### config.mk
export PLATFORM = sky130hd
export DESIGN_NAME = multi_blink
export DESIGN_NICKNAME = d
export VERILOG_FILES = /design/src/rtl/multi_blink_pkg.sv /design/src/rtl/blink_channel.sv /design/src/rtl/multi_blink.sv
export SDC_FILE = /design/constraint.sdc
export NUM_CORES = 1
export LEC_CHECK = 0
export ABC_AREA = 0
export CAP_MARGIN = 25
export CORE_ASPECT_RATIO = 1.25
export CORE_UTILIZATION = 60
export CTS_CLUSTER_DIAMETER = 40
export DETAILED_ROUTE_END_ITERATION = 12
export PLACE_DENSITY = 0.87
export SYNTH_ARGS = -nofsm -noshare
export SYNTH_HDL_FRONTEND = slang
export SYNTH_HIERARCHICAL = 1
export SYNTH_SLANG_ARGS = --single-unit
### constraint.sdc
create_clock -name clk -period 4.6 [get_ports clk]
set_input_delay 0.46 -clock clk [delete_from_list [all_inputs] [get_ports clk]]
set_output_delay 0.46 -clock clk [all_outputs]
set_load 0.05 [all_outputs]
### src/rtl/multi_blink_pkg.sv
`default_nettype none
// ============================================================================
// Module      : multi_blink_pkg
// Description : Shared encodings for the multi-channel LED blinker: config
//               mode codes, per-channel FSM state codes and the PWM width.
// Revision    : 1.0 - initial release
// ============================================================================
package multi_blink_pkg;

    // Config mode codes presented on cfg_mode
    localparam logic [1:0] MODE_OFF   = 2'd0;
    localparam logic [1:0] MODE_ON    = 2'd1;
    localparam logic [1:0] MODE_BLINK = 2'd2;
    localparam logic [1:0] MODE_BURST = 2'd3;

    // Per-channel FSM states
    localparam logic [1:0] S_OFF    = 2'd0;
    localparam logic [1:0] S_ON     = 2'd1;
    localparam logic [1:0] S_PH_ON  = 2'd2;
    localparam logic [1:0] S_PH_OFF = 2'd3;

    // Width of the duty-cycle field and of the free-running PWM counter
    localparam int PWM_W = 8;

    // A state drives the LED when it is steady-on or in the lit blink phase
    function automatic logic state_lit(input logic [1:0] s);
        return (s == S_ON) || (s == S_PH_ON);
    endfunction

endpackage
`default_nettype wire

### src/rtl/blink_channel.sv
`default_nettype none
// ============================================================================
// Module      : blink_channel
// Description : One LED channel: latched config, phase counter, burst
//               counter and the OFF/ON/PH_ON/PH_OFF state machine.
//               Optional duty gating when MULTI_BLINK_PWM_EN is defined.
// Revision    : 1.0 - initial release
// ============================================================================
module blink_channel
    import multi_blink_pkg::*;
#(
    parameter int HP_W = 16,
    parameter int BC_W = 8
) (
    input  logic             clk,
    input  logic             rst_n,
    input  logic             tick,
    input  logic             wr,
    input  logic [1:0]       cfg_mode,
    input  logic [HP_W-1:0]  cfg_half_period,
    input  logic [BC_W-1:0]  cfg_burst,
`ifdef MULTI_BLINK_PWM_EN
    input  logic [PWM_W-1:0] cfg_duty,
    input  logic [PWM_W-1:0] pwm_cnt,
`endif
    output logic             led,
    output logic             busy,
    output logic             done
);

    logic [1:0]      r_state;
    logic [1:0]      r_mode;
    logic [HP_W-1:0] r_hp;
    logic [HP_W-1:0] r_cnt;
    logic [BC_W-1:0] r_rem;
    logic            r_led;
    logic            r_done;

    logic [HP_W-1:0] w_hp_eff;
    logic            w_active;
    logic            w_phase_end;
    logic            w_led_next;

    // A zero half period would never end a phase, so it behaves as one tick
    assign w_hp_eff    = (cfg_half_period == '0) ? HP_W'(1) : cfg_half_period;
    assign w_active    = (r_state == S_PH_ON) || (r_state == S_PH_OFF);
    assign w_phase_end = (r_cnt == (r_hp - HP_W'(1)));

`ifdef MULTI_BLINK_PWM_EN
    logic [PWM_W-1:0] r_duty;

    // Duty value is latched with the rest of the channel config
    always_ff @(posedge clk or negedge rst_n) begin
        if (!rst_n)
            r_duty <= '0;
        else if (wr)
            r_duty <= cfg_duty;
    end

    assign w_led_next = state_lit(r_state) && (pwm_cnt < r_duty);
`else
    assign w_led_next = state_lit(r_state);
`endif

    // Channel FSM: a write always wins over a coincident tick
    always_ff @(posedge clk or negedge rst_n) begin
        if (!rst_n) begin
            r_state <= S_OFF;
            r_mode  <= MODE_OFF;
            r_hp    <= '0;
            r_cnt   <= '0;
            r_rem   <= '0;
            r_led   <= 1'b0;
            r_done  <= 1'b0;
        end else begin
            r_done <= 1'b0;
            r_led  <= w_led_next;
            if (wr) begin
                r_mode <= cfg_mode;
                r_hp   <= w_hp_eff;
                r_rem  <= cfg_burst;
                r_cnt  <= '0;
                case (cfg_mode)
                    MODE_OFF:   r_state <= S_OFF;
                    MODE_ON:    r_state <= S_ON;
                    MODE_BLINK: r_state <= S_PH_ON;
                    default: begin
                        // An empty burst completes straight away
                        if (cfg_burst == '0) begin
                            r_state <= S_OFF;
                            r_done  <= 1'b1;
                        end else begin
                            r_state <= S_PH_ON;
                        end
                    end
                endcase
            end else if (tick && w_active) begin
                if (w_phase_end) begin
                    r_cnt <= '0;
                    if (r_state == S_PH_ON) begin
                        r_state <= S_PH_OFF;
                    end else if (r_mode == MODE_BURST) begin
                        // End of an OFF phase consumes one burst cycle
                        if (r_rem <= BC_W'(1)) begin
                            r_rem   <= '0;
                            r_state <= S_OFF;
                            r_done  <= 1'b1;
                        end else begin
                            r_rem   <= r_rem - BC_W'(1);
                            r_state <= S_PH_ON;
                        end
                    end else begin
                        r_state <= S_PH_ON;
                    end
                end else begin
                    r_cnt <= r_cnt + HP_W'(1);
                end
            end
        end
    end

    assign led  = r_led;
    assign busy = w_active;
    assign done = r_done;

endmodule
`default_nettype wire

### src/rtl/multi_blink.sv
`default_nettype none
// ============================================================================
// Module      : multi_blink
// Description : NUM_CH independent LED blinkers sharing one tick prescaler.
//               Owns the prescaler, write decode and (with the macro
//               MULTI_BLINK_PWM_EN defined) the free-running PWM counter
//               and the cfg_duty input.
// Revision    : 1.0 - initial release
// ============================================================================
module multi_blink
    import multi_blink_pkg::*;
#(
    parameter int NUM_CH   = 4,
    parameter int PRESCALE = 10000,
    parameter int HP_W     = 16,
    parameter int BC_W     = 8,
    localparam int CH_W    = (NUM_CH > 1) ? $clog2(NUM_CH) : 1
) (
    input  logic              clk,
    input  logic              rst_n,
    input  logic              cfg_we,
    input  logic [CH_W-1:0]   cfg_ch,
    input  logic [1:0]        cfg_mode,
    input  logic [HP_W-1:0]   cfg_half_period,
    input  logic [BC_W-1:0]   cfg_burst,
`ifdef MULTI_BLINK_PWM_EN
    input  logic [PWM_W-1:0]  cfg_duty,
`endif
    output logic [NUM_CH-1:0] led,
    output logic [NUM_CH-1:0] busy,
    output logic [NUM_CH-1:0] done
);

    localparam int PRE_W = $clog2(PRESCALE);

    logic [PRE_W-1:0] r_pre;
    logic             w_tick;
    logic             w_ch_ok;

    // Shared prescaler; free-running, only reset clears it
    always_ff @(posedge clk or negedge rst_n) begin
        if (!rst_n)
            r_pre <= '0;
        else if (r_pre == PRE_W'(PRESCALE - 1))
            r_pre <= '0;
        else
            r_pre <= r_pre + PRE_W'(1);
    end

    assign w_tick  = (r_pre == PRE_W'(PRESCALE - 1));
    assign w_ch_ok = ({1'b0, cfg_ch} < (CH_W + 1)'(NUM_CH));

`ifdef MULTI_BLINK_PWM_EN
    logic [PWM_W-1:0] r_pwm;

    // Free-running PWM counter shared by all channels
    always_ff @(posedge clk or negedge rst_n) begin
        if (!rst_n)
            r_pwm <= '0;
        else
            r_pwm <= r_pwm + PWM_W'(1);
    end
`endif

    for (genvar i = 0; i < NUM_CH; i++) begin : g_ch
        logic w_wr;
        assign w_wr = cfg_we && w_ch_ok && (cfg_ch == CH_W'(i));

        blink_channel #(
            .HP_W (HP_W),
            .BC_W (BC_W)
        ) u_ch (
            .clk             (clk),
            .rst_n           (rst_n),
            .tick            (w_tick),
            .wr              (w_wr),
            .cfg_mode        (cfg_mode),
            .cfg_half_period (cfg_half_period),
            .cfg_burst       (cfg_burst),
`ifdef MULTI_BLINK_PWM_EN
            .cfg_duty        (cfg_duty),
            .pwm_cnt         (r_pwm),
`endif
            .led             (led[i]),
            .busy            (busy[i]),
            .done            (done[i])
        );
    end

endmodule
`default_nettype wire
# Word level (Yosys, flattened, before mapping)
# Cells that the tools add are included.
# word_totals
register_bits	198
inputBits	31
out_inout_bits	12
elab_cells	207
# op_classes
addsub	13
magnitude_cmp	4
eq_ne	30
n_mux	90
n_reduce_logical	41
# ops
operator	n
two-way mux 16 bit	13
two-way mux 8 bit	24
adder 16 x 1 -> 16 bit, second input constant	4
== test 16 bit	4
subtractor 16 x 1 -> 16 bit, second input constant	4
two-way mux 2 bit	25
less-or-equal comparator 8 x 1 -> 1 bit, second input constant	4
subtractor 8 x 1 -> 8 bit, second input constant	4
== test 2 bit, second input constant	15
two-way mux 1 bit	26
nonzero test 2 bit	12
zero test 16 bit	1
AND reduction 4 bit	4
adder 14 x 1 -> 14 bit, second input constant	1
== test 14 bit, second input constant	1
two-way mux 14 bit	1
== test 2 x 1 -> 1 bit, second input constant	6
logical AND 1 bit	8
zero test 8 bit	1
logical OR 1 bit	8
!= test 2 x 1 -> 1 bit, second input constant	4
AND reduction 2 bit	4
case mux 2 bit (3 select lines)	1
zero test 2 bit	2
OR reduction 3 bit	1

# Depth between registers and ports, before layout
# Gate-level depths: netlist of the first run.
# logic_depth
word_depth	7
mapped_depth	12
ltp_nobuf	10

# Cells and area by module
# The synthesis of the first run kept the hierarchy.
# modules_own_cells
module	n_inst	cells_each	area_each_um2	seq_area_each_um2
blink_channel (g_ch[1].u_ch ...)	2	308	2910.3	1151.1
blink_channel (g_ch[0].u_ch)	1	304	2896.5	1151.1
blink_channel (g_ch[3].u_ch)	1	301	2882.8	1151.1
multi_blink	1	68	696.9	350.3

# Worst setup path before layout of the first run
# No wires, ideal clock.
# synth_timing
path_kind	register to register
start	register r_pre[11]
end	register g_ch[1].u_ch.r_rem[5]
setup_ns	0.094
arrival_time_ns	3.898
required_time_ns	4.506
setup_slack_ns	0.608
stages_incl_launch_ff	10
path_buffers	0
synth_period_minus_slack_ns	3.992
cell_sequence	dfrtp_1 > or4b_4 > nor4_1 > nand2_1 > or3_1 > nor4_1 > nand4_1 > nor4_1 > a211oi_1 > a211oi_1
# synth_via
elab_chain_cells	4
# synth_lines
item	line_no	rtl
from (decl)	multi_blink.sv:36	logic [PRE_W-1:0] r_pre;
from (signal assigned)	multi_blink.sv:47	r_pre <= r_pre + PRE_W'(1);
== test 14 bit	multi_blink.sv:50	assign w_tick = (r_pre == PRE_W'(PRESCALE - 1));
via w_tick	multi_blink.sv:37	logic w_tick;
logical AND 1 bit	blink_channel.sv:97	end else if (tick && w_active) begin
nonzero test 2 bit (no line)	--	
AND reduction 4 bit (no line)	--	
to (signal assigned)	blink_channel.sv:81	r_rem <= cfg_burst;
to (signal assigned)	blink_channel.sv:109	r_rem <= r_rem - BC_W'(1);
to (decl)	blink_channel.sv:35	logic [BC_W-1:0] r_rem;
# The timed path passes the listed nets, and every way through them passes these cells.
# A chain may end at the register's enable or synchronous reset.

# Final worst setup path of the first run
# layout_timing
start	register r_pre[7]
end	register g_ch[2].u_ch.r_rem[5]
# layout_via
elab_chain_cells	4
# layout_lines
item	line_no
== test 14 bit	multi_blink.sv:50
via w_tick	multi_blink.sv:37
logical AND 1 bit	blink_channel.sv:97
nonzero test 2 bit (no line)	--
AND reduction 4 bit (no line)	--
to (signal assigned)	blink_channel.sv:81
to (signal assigned)	blink_channel.sv:109
to (decl)	blink_channel.sv:35
# The timed path passes the listed nets, and every way through them passes these cells.

==> results of run 1 <==
layout make-up:
cell class / instances / area (um^2)
Clock buffer: 17 / 425
Timing Repair Buffer: 53 / 504
Fill cell: 1569 / 6510
Multi-Input combinational cell: 1000 / 6960
Sequential cell: 198 / 4950
Inverter: 53 / 199
Tap cell: 270 / 338
Clock inverter: 15 / 213
power by group through the flow:
| stage | sequential, mW | clock (mW) | combinational (mW) |
|---|---|---|---|
| floorplan | 2.14 | 0 | 0.681 |
| global placement | 2.17 | 0 | 0.921 |
| detailed placement | 2.18 | 0 | 0.955 |
| CTS | 2.15 | 1.66 | 0.967 |
| global route | 2.18 | 1.73 | 1.07 |
| finish | 2.15 | 1.64 | 0.977 |
layer usage:
layer | share of wire | routed length (um) | global-route usage
met1 | 0.39 | 12500 | 0.385
met2 | 0.50 | 16000 | 0.532
met3 | 0.064 | 2050 | 0.0567
met4 | 0.047 | 1500 | 0.171
met5 | 0 | 0 | 0
flip-flops by register name, indices dropped and copies added (netlist names):
signal             flops
g_ch.u_ch/r_rem       32
g_ch.u_ch/led          4
r_pre                 14
g_ch.u_ch/r_cnt       64
g_ch.u_ch/r_state      8
g_ch.u_ch/r_hp        64
g_ch.u_ch/r_mode       8
g_ch.u_ch/done         4
metrics by stage:
stage / total power [mW] / instances / setup slack [ns] / utilization / hold slack [ns]
3_3_place_gp: 3.09 / 1573 / 1.18 / 0.644 / 0.480
4_1_cts: 4.78 / 1606 / 1.06 / 0.676 / 0.194
6_report: 4.77 / 1606 / 0.974 / 0.676 / 0.135
2_1_floorplan: 2.82 / 1289 / 0.608 / - / 0.164
3_5_place_dp: 3.14 / 1574 / 1.09 / 0.645 / 0.484
5_1_grt: 4.97 / 1606 / 0.409 / 0.676 / 0.212
path summary, 6_finish.rpt:
path,end,slack [ns],cells past startpoint
worst min register to register,r_pre[11],0.50,1
worst max register to register,g_ch[2].u_ch/r_rem[5],0.97,10
max in group asynchronous,g_ch[1].u_ch/r_cnt[3],3.45,2
min in group clk,r_pre[11],0.50,1
worst min-delay path,g_ch[3].u_ch/r_cnt[1],0.14,1
worst max-delay path,g_ch[2].u_ch/r_rem[5],0.97,10
kinds of logic after synthesis:
group / share of synthesized area
compound gates: 0.140
xor+xnor: 0.0762
fa+ha+maj: 0.0265
buf+inv: 0.0323
flops: 0.403
mux: 0.0656
simple gates: 0.257
layout by cell type, fill, tap and decap left out, drive strengths merged, types with 9 or more instances in the layout:
cell,count
a21oi,25
nand4,24
nor4,56
and3,21
or2,14
buf,11
nor4b,9
a22o,13
a221o,10
nor3,55
nand3,68
nand3b,13
xor2,50
o21ai,47
ha,26
or3,13
a21o,9
nand2,85
o31ai,23
clkbuf,18
or4,25
dfrtp,198
xnor2,57
clkdlybuf4s50,41
inv,59
nor2b,10
a31oi,12
mux2,61
a211oi,13
nor2,125
mux2i,12
nand2b,19
==> flow_summary.yaml, run 1 <==
timing:
  fmax_ghz: 0.276
  setup_viol: 0
  report.final.slew_viol_count: 0
  timing.clock.skew_ns: 0.00971
  worst_pin_slew_ns: 0.981
  tns_ns: 0
  slew_headroom: 0.340
  final.min_clock_period_ns: 3.63
  fin_crit_sh: 0.788
  hold_viol: 0
  rsz0062_at_grt: "no"
synthesis:
  post-synth-top-area-cell: "dfrtp_1"
  synth_cells: 1289
  synth_enable_flop_cells: 0
  synth_most_common_cell: "dfrtp_1"
  yosysUniqueCellTypes: 77
  synth_top_area_frac: 0.403
  async_reset_ff_frac: 1.00
  yosys_warnings: 6
  post_synth.cell_area_avg_um2: 9.54
  ys.flop_type: "dfrtp_1"
  synth_area_um2: 12300
  ys_seq_area_frac: 0.403
  ys_top_cells_by_count: "198 x dfrtp_1, 122 x nor2_1, 85 x nand2_1"
  synth-seq-cells: 198
  syn_nets: 1346
  synth_area_leaders: "dfrtp_1 40%, mux2_2 5.6%, xnor2_1 4.1%"
layout:
  diodes: 0
  fin_area_um2: 13600
  drive_above_1_share: 0.117
  fin_nets: 1380
  area_delta_synth_final_pct: 10.6
detailed_routing:
  vias_per_cell: 6.65
  firstDrtPassIters: 5
  drt_iter0_markers: 1072
  wl_per_cell_um: 19.9
  ant_nets: 0
  via_count: 10681
  remaining_drc_errors: 0
  drt_wl_total_um: 32000
place:
  placed_area_um2: 13000
  io_buffers: 42
  dp_hpwl_um: 21700
  routabilityCongestion: 0.918
clock_tree:
  post_cts_resized: 0
  cts_setup_buffers: 0
  ctsLongestPathBuffers: 2
  clock-sinks: 198
  hold_buffers: 0
  cts_tree: "built"
  cts-root-buf: "clkbuf_16"
  clk_pin_slew_ns: 0.07
  cts_buffers: 17
  clk_latency_ns: 0.44
  cts_max_level: 4
setup_path:
  startpoint: "r_pre[7]"
  r2r_start: "r_pre[7]"
  critPathMaxFanout: 19
  cp-end-kind: "register"
  slowest_stage: "nor4_1"
  max_stage_delay_ns: 0.73
  startpoint_type: "register"
  cp.arrival_ns: 3.97
  cp.required_ns: 4.94
  cpLargestDelayFamily: "simple AND/OR/NAND/NOR gates"
  path_buf_inv: 1
  critPathKind: "reg2reg"
  crit_chain: "or4b_4, nor4_2, buf_4, nand2_1, or3_1, nor4_1, nand4_1, nor4_1, a211oi_1, a211oi_1"
pwr:
  sequentialPowerShare: 0.451
  peakVddDrop_uv: 282
  internal_power_mw: 3.27
  power_density_nw_per_um2: 351
  p_comb_frac: 0.205
  leakagePower_nw: 5.59
  switching_share: 0.315
  switching_power_mw: 1.50
  clockPowerShare: 0.344
global_routing:
  overflow: 0
  grt_pass1_vias: 10633
  grt_use_total: 0.317
  antenna_found_initial: 0
  grt_max_degree: 118
  grt_pass1_wl_um: 52500
floorplanning:
  die_area_um2: 21100
  die_w_um: 130
  start_util: 0.612
  die-height_um: 162
  placementRows: 58
  ios: 43
  design.core.area_um2: 20100
hold_path:
  min-delay-path-class: "in2async"
outcome:
  outcome: "finished, final reports clean"
job:
  max_cap_viol_count: 0
(Power assumes the default switching activity.)
==> inputs of run 2 (changes only) <==
--- a/config.mk
+++ b/config.mk
@@ -8,10 +8,10 @@
 export ABC_AREA = 0
 export CAP_MARGIN = 25
 export CORE_ASPECT_RATIO = 1.25
-export CORE_UTILIZATION = 60
+export CORE_UTILIZATION = 56
 export CTS_CLUSTER_DIAMETER = 40
 export DETAILED_ROUTE_END_ITERATION = 12
-export PLACE_DENSITY = 0.87
+export PLACE_DENSITY = 0.86
 export SYNTH_ARGS = -nofsm -noshare
 export SYNTH_HDL_FRONTEND = slang
 export SYNTH_HIERARCHICAL = 1
==> constraint.sdc (replaced) <==
create_clock -name clk -period 3.1 [get_ports clk]
set_input_delay 0.31 -clock clk [delete_from_list [all_inputs] [get_ports clk]]
set_output_delay 0.31 -clock clk [all_outputs]
set_load 0.05 [all_outputs]
==> run 2 against run 1 <==
Compared with the run above: the run now ends with setup timing left; via count grew 5.7%; power grew 51%; register-to-register slack lost 1.1 ns; sequential share of layout area shrank 2.4 points; cell count grew 6.0%; cell area grew 7.2%; clock-buffer cell count is the same; critical path type unchanged; largest power group unchanged.
==> flow_summary.yaml, run 2 (synthesized netlist as in run 1, its figures left out) <==
outcome:
  outcome: "finished, violations left"
  failed_checks: "setup timing"
pwr:
  peakVddDrop_uv: 428
  power_density_nw_per_um2: 494
  total_power_mw: 7.20
  leakagePower_nw: 6.12
floorplanning:
  die-height_um: 168
  die_area_um2: 22600
  ios: 43
  design.core.area_um2: 21500
  placementRows: 60
  die_w_um: 135
  start_util: 0.571
clock_tree:
  cts_buffers: 17
  ctsLongestPathBuffers: 2
  clk_pin_slew_ns: 0.08
  clock-sinks: 198
  cts_tree: "built"
  cts-root-buf: "clkbuf_16"
  clk_latency_ns: 0.45
  cts_max_level: 4
setup_path:
  cp-end-kind: "register"
  critPathMaxFanout: 7
  critPathKind: "reg2reg"
  cp.required_ns: 3.46
  cp.arrival_ns: 3.60
  startpoint_type: "register"
place:
  dp_hpwl_um: 23400
  placed_area_um2: 13600
  io_buffers: 42
  routabilityCongestion: 0.945
timing:
  setup_viol: 19
  timing.clock.skew_ns: 0.0203
  report.final.slew_viol_count: 0
  whs_ns: 0.488
  slew_headroom: 0.407
  fin_crit_sh: 1.04
  rsz0062_at_grt: "yes"
  fmax_ghz: 0.309
  final.min_clock_period_ns: 3.24
  worst_pin_slew_ns: 0.889
  hold_viol: 0
  tns_ns: -1.31
  timing.final.ws_setup_ns: -0.139
detailed_routing:
  remaining_drc_errors: 0
  drt_wl_total_um: 35100
  drt_iter0_markers: 989
  via_count: 11293
  wl_per_cell_um: 20.6
  ant_nets: 0
  vias_per_cell: 6.63
  firstDrtPassIters: 5
layout:
  fill_cells: 1577
  area_delta_synth_final_pct: 18.5
  fin_nets: 1468
  utilization: 0.676
  fin_area_um2: 14600
  layout_commonest_cell: "dfrtp_1"
  reg.largest.list: "g_ch.u_ch/r_cnt x64, g_ch.u_ch/r_hp x64, g_ch.u_ch/r_rem x32"
  layout_common_cells: "195 x dfrtp_1, 120 x nor2_1, 93 x buf_4"
  diodes: 0
  drive_above_1_share: 0.199
global_routing:
  grt_pass1_wl_um: 55500
  grt_pass1_vias: 10991
  overflow: 0
  grt_max_degree: 86
  antenna_found_initial: 0
  grt_use_total: 0.312
job:
  max_cap_viol_count: 0
hold_path:
  min-delay-path-class: "in2async"
## run 2: cell type report
type / count / area [um^2] / share of cell area
multi-input combinational: 1000 / 7250 / 0.498
sequential: 198 / 4960 / 0.340
timing repair buffer: 141 / 1210 / 0.0834
clock buffer: 17 / 425 / 0.0292
tap: 279 / 349 / 0.0240
inverter: 53 / 199 / 0.0137
clock inverter: 15 / 173 / 0.0119
## run 2: final timing paths
| path | startpoint | end | slack [ns] | cells after the start |
|---|---|---|---|---|
| max in group asynchronous | rst_n | g_ch[0].u_ch/r_hp[0] | 1.81 | 3 |
| hold reg to reg | r_pre[12] | r_pre[12] | 0.51 | 1 |
| setup reg to reg | g_ch[2].u_ch/r_hp[1] | g_ch[2].u_ch/r_rem[1] | -0.14 | 9 |
| setup / recovery | g_ch[2].u_ch/r_hp[1] | g_ch[2].u_ch/r_rem[1] | -0.14 | 9 |
| min in group clk | r_pre[12] | r_pre[12] | 0.51 | 1 |
| hold / removal | rst_n | g_ch[1].u_ch/r_cnt[6] | 0.49 | 2 |
## run 2: metal layers
layer | vias to the layer above | track usage | share of wire
li1 | 5040 | - | -
met1 | 5575 | 0.386 | 0.39
met2 | 525 | 0.513 | 0.49
met3 | 153 | 0.0518 | 0.063
met4 | 0 | 0.179 | 0.057
met5 | - | 0 | 0
## run 2: critical path, cell delays in order, from the launching register on
cell and delay [ns]:
dfrtp_1 0.38, inv_1 0.08, ha_2 0.17, or3b_4 0.39, o21ai_0 0.44, nor4b_2 0.48
nor3_2 0.10, or3_4 0.45, or4_1 0.46, a31oi_1 0.20
## run 2: repair_timing
action	in CTS	in global routing
gates resized for setup	6	54
hold buffers	1	0
gates cloned	0	0
pin swaps	0	23
buffers inserted	0	17
hold endpoints to repair	83	0
setup endpoints to repair	8	68
## run 2: per-stage QoR
step	cells	setup WS (ns)
floorplan	1289	-0.0146
global placement	1653	0.0532
detailed placement	1653	-0.0593
CTS	1686	-0.0308
global route	1703	-0.243
finish	1703	-0.139
## run 2: power by group
| group | total (mW) | switching [mW] | internal, mW |
|---|---|---|---|
| Combinational | 1.78 | 1.00 | 0.778 |
| Clock | 2.25 | 1.15 | 1.10 |
| Sequential | 3.17 | 0.316 | 2.85 |
